**config.mk**
```make
export PLATFORM = sky130hd
export DESIGN_NAME = writeback_regfile_flat
export DESIGN_NICKNAME = d
export VERILOG_FILES = /design/src/rtl/writeback_regfile_if.sv /design/src/rtl/writeback_regfile.sv /design/src/flat_wrapper.sv
export SDC_FILE = /design/constraint.sdc
export NUM_CORES = 2
export LEC_CHECK = 0
export BUFFER_PORTS_ARGS = -buffer_cell sky130_fd_sc_hd__buf_2
export CORE_MARGIN = 5
export CORE_UTILIZATION = 62
export DETAILED_ROUTE_END_ITERATION = 8
export PLACE_DENSITY = 0.81
export SETUP_SLACK_MARGIN = 0.05
export SYNTH_ARGS = -nofsm -noshare
export SYNTH_HDL_FRONTEND = slang
export SYNTH_SLANG_ARGS = --single-unit
```
**constraint.sdc**
```tcl
create_clock -name clk -period 2.6 [get_ports clk]
set_input_delay 0.26 -clock clk [delete_from_list [all_inputs] [get_ports clk]]
set_output_delay 0.26 -clock clk [all_outputs]
set_load 0.1 [all_outputs]
```
**src/rtl/writeback_regfile_if.sv**
```systemverilog
// rtl/writeback_regfile_if.sv - MEM/WB bundle, decode read ports and WB outputs of writeback_regfile
//
// Signals:
//   MEM/WB bundle : reg_write, result_src, alu_result, read_data, load_type,
//                   rd, pc_plus, pc_target, instr_valid
//   decode reads  : rs1_addr, rs2_addr -> rs1_data, rs2_data
//   WB outputs    : result_w, rd_w, reg_write_w, retire_count
// Modports:
//   master - pipeline side (drives the bundle and read addresses)
//   slave  - writeback_regfile side
interface writeback_regfile_if #(
    parameter int XLEN  = 32,
    parameter int CNT_W = 64
);
    logic              reg_write;
    logic [1:0]        result_src;
    logic [XLEN-1:0]   alu_result;
    logic [XLEN-1:0]   read_data;
    logic [2:0]        load_type;
    logic [4:0]        rd;
    logic [XLEN-1:0]   pc_plus;
    logic [XLEN-1:0]   pc_target;
    logic              instr_valid;
    logic [4:0]        rs1_addr;
    logic [4:0]        rs2_addr;
    logic [XLEN-1:0]   rs1_data;
    logic [XLEN-1:0]   rs2_data;
    logic [XLEN-1:0]   result_w;
    logic [4:0]        rd_w;
    logic              reg_write_w;
    logic [CNT_W-1:0]  retire_count;

    modport master (
        output reg_write, result_src, alu_result, read_data, load_type, rd,
               pc_plus, pc_target, instr_valid, rs1_addr, rs2_addr,
        input  rs1_data, rs2_data, result_w, rd_w, reg_write_w, retire_count
    );

    modport slave (
        input  reg_write, result_src, alu_result, read_data, load_type, rd,
               pc_plus, pc_target, instr_valid, rs1_addr, rs2_addr,
        output rs1_data, rs2_data, result_w, rd_w, reg_write_w, retire_count
    );
endinterface

```
**src/rtl/writeback_regfile.sv**
```systemverilog
// rtl/writeback_regfile.sv - writeback stage: result select, load format, 32x32 regfile, retire counter
//
// Ports:
//   clk    - rising-edge clock
//   reset  - synchronous active-high reset (clears x1..x31 and retire_count)
//   wb     - writeback_regfile_if.slave: MEM/WB bundle in, decode reads,
//            forwarded result_w / rd_w / reg_write_w, retire_count out
// Build option:
//   WB_REGFILE_BYPASS_EN - when defined, a read of the register being
//   committed this cycle returns result_w (write-through); otherwise it
//   returns the pre-commit array contents.
module writeback_regfile #(
    parameter int XLEN  = 32,
    parameter int NREGS = 32,
    parameter int CNT_W = 64
) (
    input  logic              clk,
    input  logic              reset,
    writeback_regfile_if.slave wb
);

    localparam logic [1:0] SRC_ALU    = 2'b00;
    localparam logic [1:0] SRC_LOAD   = 2'b01;
    localparam logic [1:0] SRC_PCPLUS = 2'b10;

    localparam logic [2:0] LD_LB  = 3'b000;
    localparam logic [2:0] LD_LH  = 3'b001;
    localparam logic [2:0] LD_LW  = 3'b010;
    localparam logic [2:0] LD_LBU = 3'b100;
    localparam logic [2:0] LD_LHU = 3'b101;

    // Entry 0 is never written and is cleared on reset, so it always reads 0.
    logic [XLEN-1:0]  regs [NREGS];
    logic [CNT_W-1:0] retire_q;

    logic [7:0]       byte_lane;
    logic [15:0]      half_lane;
    logic [XLEN-1:0]  load_fmt;
    logic [XLEN-1:0]  result;
    logic             commit;
    logic [XLEN-1:0]  rs1_arr;
    logic [XLEN-1:0]  rs2_arr;

    // Lane extraction: byte from addr[1:0], half from addr[1] only, so a
    // misaligned halfword simply picks the half containing addr[1].
    always_comb begin
        byte_lane = wb.read_data[7:0];
        case (wb.alu_result[1:0])
            2'd0:    byte_lane = wb.read_data[7:0];
            2'd1:    byte_lane = wb.read_data[15:8];
            2'd2:    byte_lane = wb.read_data[23:16];
            default: byte_lane = wb.read_data[31:24];
        endcase
        half_lane = wb.alu_result[1] ? wb.read_data[31:16] : wb.read_data[15:0];
    end

    always_comb begin
        load_fmt = wb.read_data;
        case (wb.load_type)
            LD_LB:   load_fmt = {{(XLEN-8){byte_lane[7]}}, byte_lane};
            LD_LH:   load_fmt = {{(XLEN-16){half_lane[15]}}, half_lane};
            LD_LW:   load_fmt = wb.read_data;
            LD_LBU:  load_fmt = {{(XLEN-8){1'b0}}, byte_lane};
            LD_LHU:  load_fmt = {{(XLEN-16){1'b0}}, half_lane};
            default: load_fmt = wb.read_data;
        endcase
    end

    always_comb begin
        result = wb.alu_result;
        case (wb.result_src)
            SRC_ALU:    result = wb.alu_result;
            SRC_LOAD:   result = load_fmt;
            SRC_PCPLUS: result = wb.pc_plus;
            default:    result = wb.pc_target;
        endcase
    end

    assign commit         = wb.reg_write && (wb.rd != 5'd0);
    assign wb.result_w    = result;
    assign wb.rd_w        = wb.rd;
    assign wb.reg_write_w = commit;
    assign wb.retire_count = retire_q;

    // Register array: reset wins over a commit in the same cycle.
    always_ff @(posedge clk) begin
        if (reset) begin
            for (int i = 0; i < NREGS; i++) begin
                regs[i] <= '0;
            end
        end else if (commit) begin
            regs[wb.rd] <= result;
        end
    end

    // Retire counter counts every real instruction, writing or not; it
    // wraps naturally at the top of its width.
    always_ff @(posedge clk) begin
        if (reset) begin
            retire_q <= '0;
        end else if (wb.instr_valid) begin
            retire_q <= retire_q + {{(CNT_W-1){1'b0}}, 1'b1};
        end
    end

    always_comb begin
        rs1_arr = (wb.rs1_addr == 5'd0) ? '0 : regs[wb.rs1_addr];
        rs2_arr = (wb.rs2_addr == 5'd0) ? '0 : regs[wb.rs2_addr];
    end

`ifdef WB_REGFILE_BYPASS_EN
    // Write-through so decode sees the committing value without a stall;
    // disabled during reset because that commit is being aborted.
    assign wb.rs1_data = (commit && !reset && (wb.rs1_addr == wb.rd)) ? result : rs1_arr;
    assign wb.rs2_data = (commit && !reset && (wb.rs2_addr == wb.rd)) ? result : rs2_arr;
`else
    assign wb.rs1_data = rs1_arr;
    assign wb.rs2_data = rs2_arr;
`endif

endmodule

```
**src/flat_wrapper.sv**
```systemverilog
// flat-port wrapper written by rule: the top's interface ports become plain ports
module writeback_regfile_flat 
#(
    parameter int XLEN  = 32,
    parameter int NREGS = 32,
    parameter int CNT_W = 64
)
  (clk, reset, wb_reg_write, wb_result_src, wb_alu_result, wb_read_data, wb_load_type, wb_rd, wb_pc_plus, wb_pc_target, wb_instr_valid, wb_rs1_addr, wb_rs2_addr, wb_rs1_data, wb_rs2_data, wb_result_w, wb_rd_w, wb_reg_write_w, wb_retire_count);
  writeback_regfile_if #(.XLEN(XLEN), .CNT_W(CNT_W)) wb_i ();
  input  logic clk;
  input  logic reset;
  input wire logic [$bits(wb_i.reg_write)-1:0] wb_reg_write;
  input wire logic [$bits(wb_i.result_src)-1:0] wb_result_src;
  input wire logic [$bits(wb_i.alu_result)-1:0] wb_alu_result;
  input wire logic [$bits(wb_i.read_data)-1:0] wb_read_data;
  input wire logic [$bits(wb_i.load_type)-1:0] wb_load_type;
  input wire logic [$bits(wb_i.rd)-1:0] wb_rd;
  input wire logic [$bits(wb_i.pc_plus)-1:0] wb_pc_plus;
  input wire logic [$bits(wb_i.pc_target)-1:0] wb_pc_target;
  input wire logic [$bits(wb_i.instr_valid)-1:0] wb_instr_valid;
  input wire logic [$bits(wb_i.rs1_addr)-1:0] wb_rs1_addr;
  input wire logic [$bits(wb_i.rs2_addr)-1:0] wb_rs2_addr;
  output wire logic [$bits(wb_i.rs1_data)-1:0] wb_rs1_data;
  output wire logic [$bits(wb_i.rs2_data)-1:0] wb_rs2_data;
  output wire logic [$bits(wb_i.result_w)-1:0] wb_result_w;
  output wire logic [$bits(wb_i.rd_w)-1:0] wb_rd_w;
  output wire logic [$bits(wb_i.reg_write_w)-1:0] wb_reg_write_w;
  output wire logic [$bits(wb_i.retire_count)-1:0] wb_retire_count;
  assign wb_i.reg_write = wb_reg_write;
  assign wb_i.result_src = wb_result_src;
  assign wb_i.alu_result = wb_alu_result;
  assign wb_i.read_data = wb_read_data;
  assign wb_i.load_type = wb_load_type;
  assign wb_i.rd = wb_rd;
  assign wb_i.pc_plus = wb_pc_plus;
  assign wb_i.pc_target = wb_pc_target;
  assign wb_i.instr_valid = wb_instr_valid;
  assign wb_i.rs1_addr = wb_rs1_addr;
  assign wb_i.rs2_addr = wb_rs2_addr;
  assign wb_rs1_data = wb_i.rs1_data;
  assign wb_rs2_data = wb_i.rs2_data;
  assign wb_result_w = wb_i.result_w;
  assign wb_rd_w = wb_i.rd_w;
  assign wb_reg_write_w = wb_i.reg_write_w;
  assign wb_retire_count = wb_i.retire_count;
  writeback_regfile #(.XLEN(XLEN), .NREGS(NREGS), .CNT_W(CNT_W)) u_core (.clk(clk), .reset(reset), .wb(wb_i));
endmodule
```
==> summary.md <==
## Final layout
- **number of nets in the final layout** 4,729
- **Finished Layout Cells** 5,858
- **Layout area overhead** 23.7%
- **proportion of layout cells with a drive suffix above 1** 40.6%

## Timing
- **top achievable clock speed** 338 MHz
- **Clock Skew** 23.9 ps
- **time the worst path needs with I/O delays and setup** 2960 ps
- **share of the clock period used by the worst path after layout** 114%
- **transition at the pin with the smallest max-transition slack** 1130 ps
- **number of failing hold endpoints at the final stage** 0
- **final sum of negative setup slack** -14,710 ps
- **slew margin rel.** 24.4%
- **final worst-path setup slack** -362 ps
- **Final setup viols** 64
- **setup repair after global routing missed its margin** yes
- **final-report max-slew violation count** 0

## Synth
- **count of warnings emitted by yosys** 0
- **top cells by instance count after synthesis** 1,092 x nor2_1, 1,024 x edfxtp_1, 513 x mux4_2, 279 x clkbuf_1, 178 x mux2_2
- **count leader, synth** nor2_1
- **synthesized instance count** 4,104
- **biggest area consumer among synthesized cells** edfxtp_1
- **post-synthesis sequential element count** 1,088
- **count of distinct cell types in the synthesized netlist** 57
- **ranking of synthesized cells by area** edfxtp_1 54%, mux4_2 20%, nor2_1 7.2%
- **sequential cell area fraction in the yosys report** 56.5%
- **most used flip-flop cell after synthesis** edfxtp_1
- **average cell area after synthesis** 13.8 µm²
- **number of enable-type register cells in the synthesized netlist** 1,024
- **combinational family with the most area after synthesis** multiplexers
- **fraction of synthesized area in multiplexers** 25.0%
- **fraction of the mapped netlist area in compound gates** 4.50%
- **summed instance area of the synthesized netlist** 56,700 µm²
- **Synth async-reset ratio** 0%
- **area share of the largest cell type after synthesis** 54.2%
- **adder and majority gate portion of the synthesized area** 0.0221%
- **simple-gate share of the synthesized area** 10.0%
- **xor/xnor cell area share of the yosys netlist** 0.571%

## Run status
- **violated checks** negative setup slack
- **run status** finished, violations left

## Critical path
- **source of the worst register-to-register timing path** u_core.wb.retire_count[31]$_SDFFE_PP0P_
- **CP Capture Type** output pin
- **category of the most critical setup path** reg -> out
- **Worst R2R End** u_core.wb.retire_count[63]$_SDFFE_PP0P_
- **required time of the critical path** 2340 ps
- **setup slack, reg-to-reg** 380 ps
- **Worst EP arrival** 2700 ps
- **critical path peak fanout** 2
- **number of cell instances on the worst register-to-register path** 5
- **Startpoint Class** flop

## Hold path
- **worst hold endpoint** u_core.regs[19][10]$_SDFFCE_PN0P_
- **worst hold path class** in -> reg
- **worst min-delay path startpoint** wb_rd[1]
- **cell count of the worst hold path** 3

## Placed design
- **global placer's final weighted congestion** 1.02
- **HPWL after detailed placement** 132,000 µm
- **total placed cells including tap cells** 5,646
- **count of port buffers added during placement** 317

## Clocking
- **clock-pin slew of the registers on the worst-case setup and hold paths** 70 ps
- **Clock Latency Late Sink** 710 ps
- **clk buf depth** 3
- **H-tree level count** 3
- **number of buffers inserted during clock tree synthesis** 109
- **CTS Root Buffer Type** clkbuf_16
- **number of clock sinks seen by CTS** 1,088
- **clock tree from TritonCTS** yes

## Power and ir drop
- **Switching Share** 28.7%
- **ratio of total power to cell area** 675 nW/µm²
- **cell leakage power** 25.4 nW
- **cell-internal power** 33.8 mW
- **worst vdd ir** 0.573 mV
- **post-route total power** 47.4 mW
- **share of total power in the clock network** 35.5%
- **combinational cell fraction of total power** 20.9%
- **net switching power of the design** 13.6 mW
- **part of the total power dissipated in sequential elements** 43.6%

## Die
- **initial core utilization** 62.2%
- **die area** 97,700 µm²
- **Die Y** 313 µm
- **Top-Level Pins** 318
- **die width** 313 µm
- **placeable core region** 91,200 µm²
- **number of placement rows** 111

## Detailed routing
- **mean routed wirelength per cell** 36.8 µm
- **total routed wirelength** 215,000 µm
- **number of vias in the routed layout** 44,600
- **Vias/cell** 7.62
- **drt first-iter violations** 8,130
- **number of routed nets with antenna violations** 0
- **first-pass detailed-route iteration total** 9
- **number of remaining DRC errors** 0

## GRT
- **vias in the first global route** 46,000
- **GRT Resource Usage Total** 43.0%
- **initial antenna violation count** 3
- **largest net degree at the start of global routing** 60
- **global-route wire length before repair** 304,000 µm
- **total gr overflow** 0

## Job
- **maximum capacitance violations** 0

==> kinds of logic (layout without fill, tap and decap cells) <==
group | count (synthesis) | after routing
xor gates and xnor gates | 37 | 37
adders and majority gates | 1 | 1
other | 1 | 36
AOI/OAI and AO/OA | 372 | 372
muxes | 751 | 751
and+or+nand+nor | 1379 | 1379
buffers and inverters | 475 | 1008
DFF | 1088 | 1088
==> area by class of cell <==
type,instances,area [µm²]
clock buffers,134,2960
well taps,1186,1480
flip-flops and latches,1088,32100
repair buffers,758,7530
multi-input cells,2572,25100
clock inverters,69,810
diodes,4,10.0
inverters,47,184
fillers,4807,21100
==> critical path, cell delays in order (launching register included) <==
cell and delay (ps):
edfxtp_1 450, mux4_2 530, mux2_4 330, o221ai_4 210, buf_6 150, a31oi_4 50
buf_12 270
==> timing repair <==
item,4_1_cts,5_1_grt
endpoints found under the hold margin,4,0
pin swaps,23,15
cloned,0,0
resized for setup,121,109
endpoints found under the setup margin,80,75
buffers inserted,1,3
hold buffers,1,0
==> flip-flops by register name (all words and copies together), names as in the netlist <==
name and count:
u_core.wb.retire_count 64, u_core.regs 1024
==> per-stage QoR <==
| step | instance area, µm² | setup slack [ps] | hold slack [ps] | util, % |
|---|---|---|---|---|
| final | 70200 | -362 | 286 | 76.9 |
| after global routing | 70200 | -373 | 260 | 76.9 |
| after CTS | 69600 | -300 | 238 | 76.2 |
| after detailed placement | 65200 | -271 | 480 | 71.4 |
| after global placement | 65100 | -549 | 457 | 71.4 |
| after floorplan | 57800 | 54.4 | 408 | - |
==> layout by cell type, fill, tap and decap left out, types with 19 or more instances in the layout <==
cell type,n
a21oi_1,85
a21oi_4,37
a22oi_1,46
a31oi_4,47
buf_12,179
buf_2,231
buf_4,302
buf_6,38
clkbuf_16,114
clkinv_1,19
clkinv_2,21
conb_1,32
dfxtp_1,23
dfxtp_2,41
edfxtp_1,1024
inv_1,45
mux2_2,106
mux2_4,72
mux2i_1,54
mux4_2,513
nand2_1,93
nand2b_2,33
nand4_1,29
nor2_1,1086
nor3_1,19
o21ai_0,21
o221ai_2,40
o221ai_4,20
or3_1,22
xor2_1,21
==> per-layer routing <==
layer	global-route usage, %	up-vias	routed length [µm]
li1	-	16700	-
met1	49.7	21400	60900
met2	65.4	5125	96700
met3	17.1	1458	36400
met4	32.2	2	21300
met5	0	-	20
==> worst max-delay path by stage <==
stage,startpoint,to,slack [ps],cells past startpoint
floorplan,u_core.wb.retire_count[24]$_SDFFE_PP0P_,u_core.wb.retire_count[63]$_SDFFE_PP0P_,50,5
global placement,wb_alu_result[1],wb_result_w[14],-550,7
detailed placement,wb_load_type[1],wb_result_w[13],-270,9
CTS,u_core.regs[11][31]$_SDFFCE_PN0P_,wb_rs2_data[31],-300,6
global route,u_core.regs[26][29]$_SDFFCE_PN0P_,wb_rs1_data[29],-370,7
finish,u_core.regs[11][31]$_SDFFCE_PN0P_,wb_rs2_data[31],-360,6
==> power groups by stage <==
| stage | Clock, mW | Sequential [mW] | Combinational, mW |
|---|---|---|---|
| floorplan | 0 | 20.7 | 5.48 |
| global placement | 0 | 20.8 | 8.95 |
| detailed placement | 0 | 20.9 | 9.08 |
| CTS | 16.7 | 20.6 | 9.40 |
| global route | 17.5 | 20.7 | 10.0 |
| finish | 16.8 | 20.7 | 9.91 |
Power figures use the tool's default switching activity.
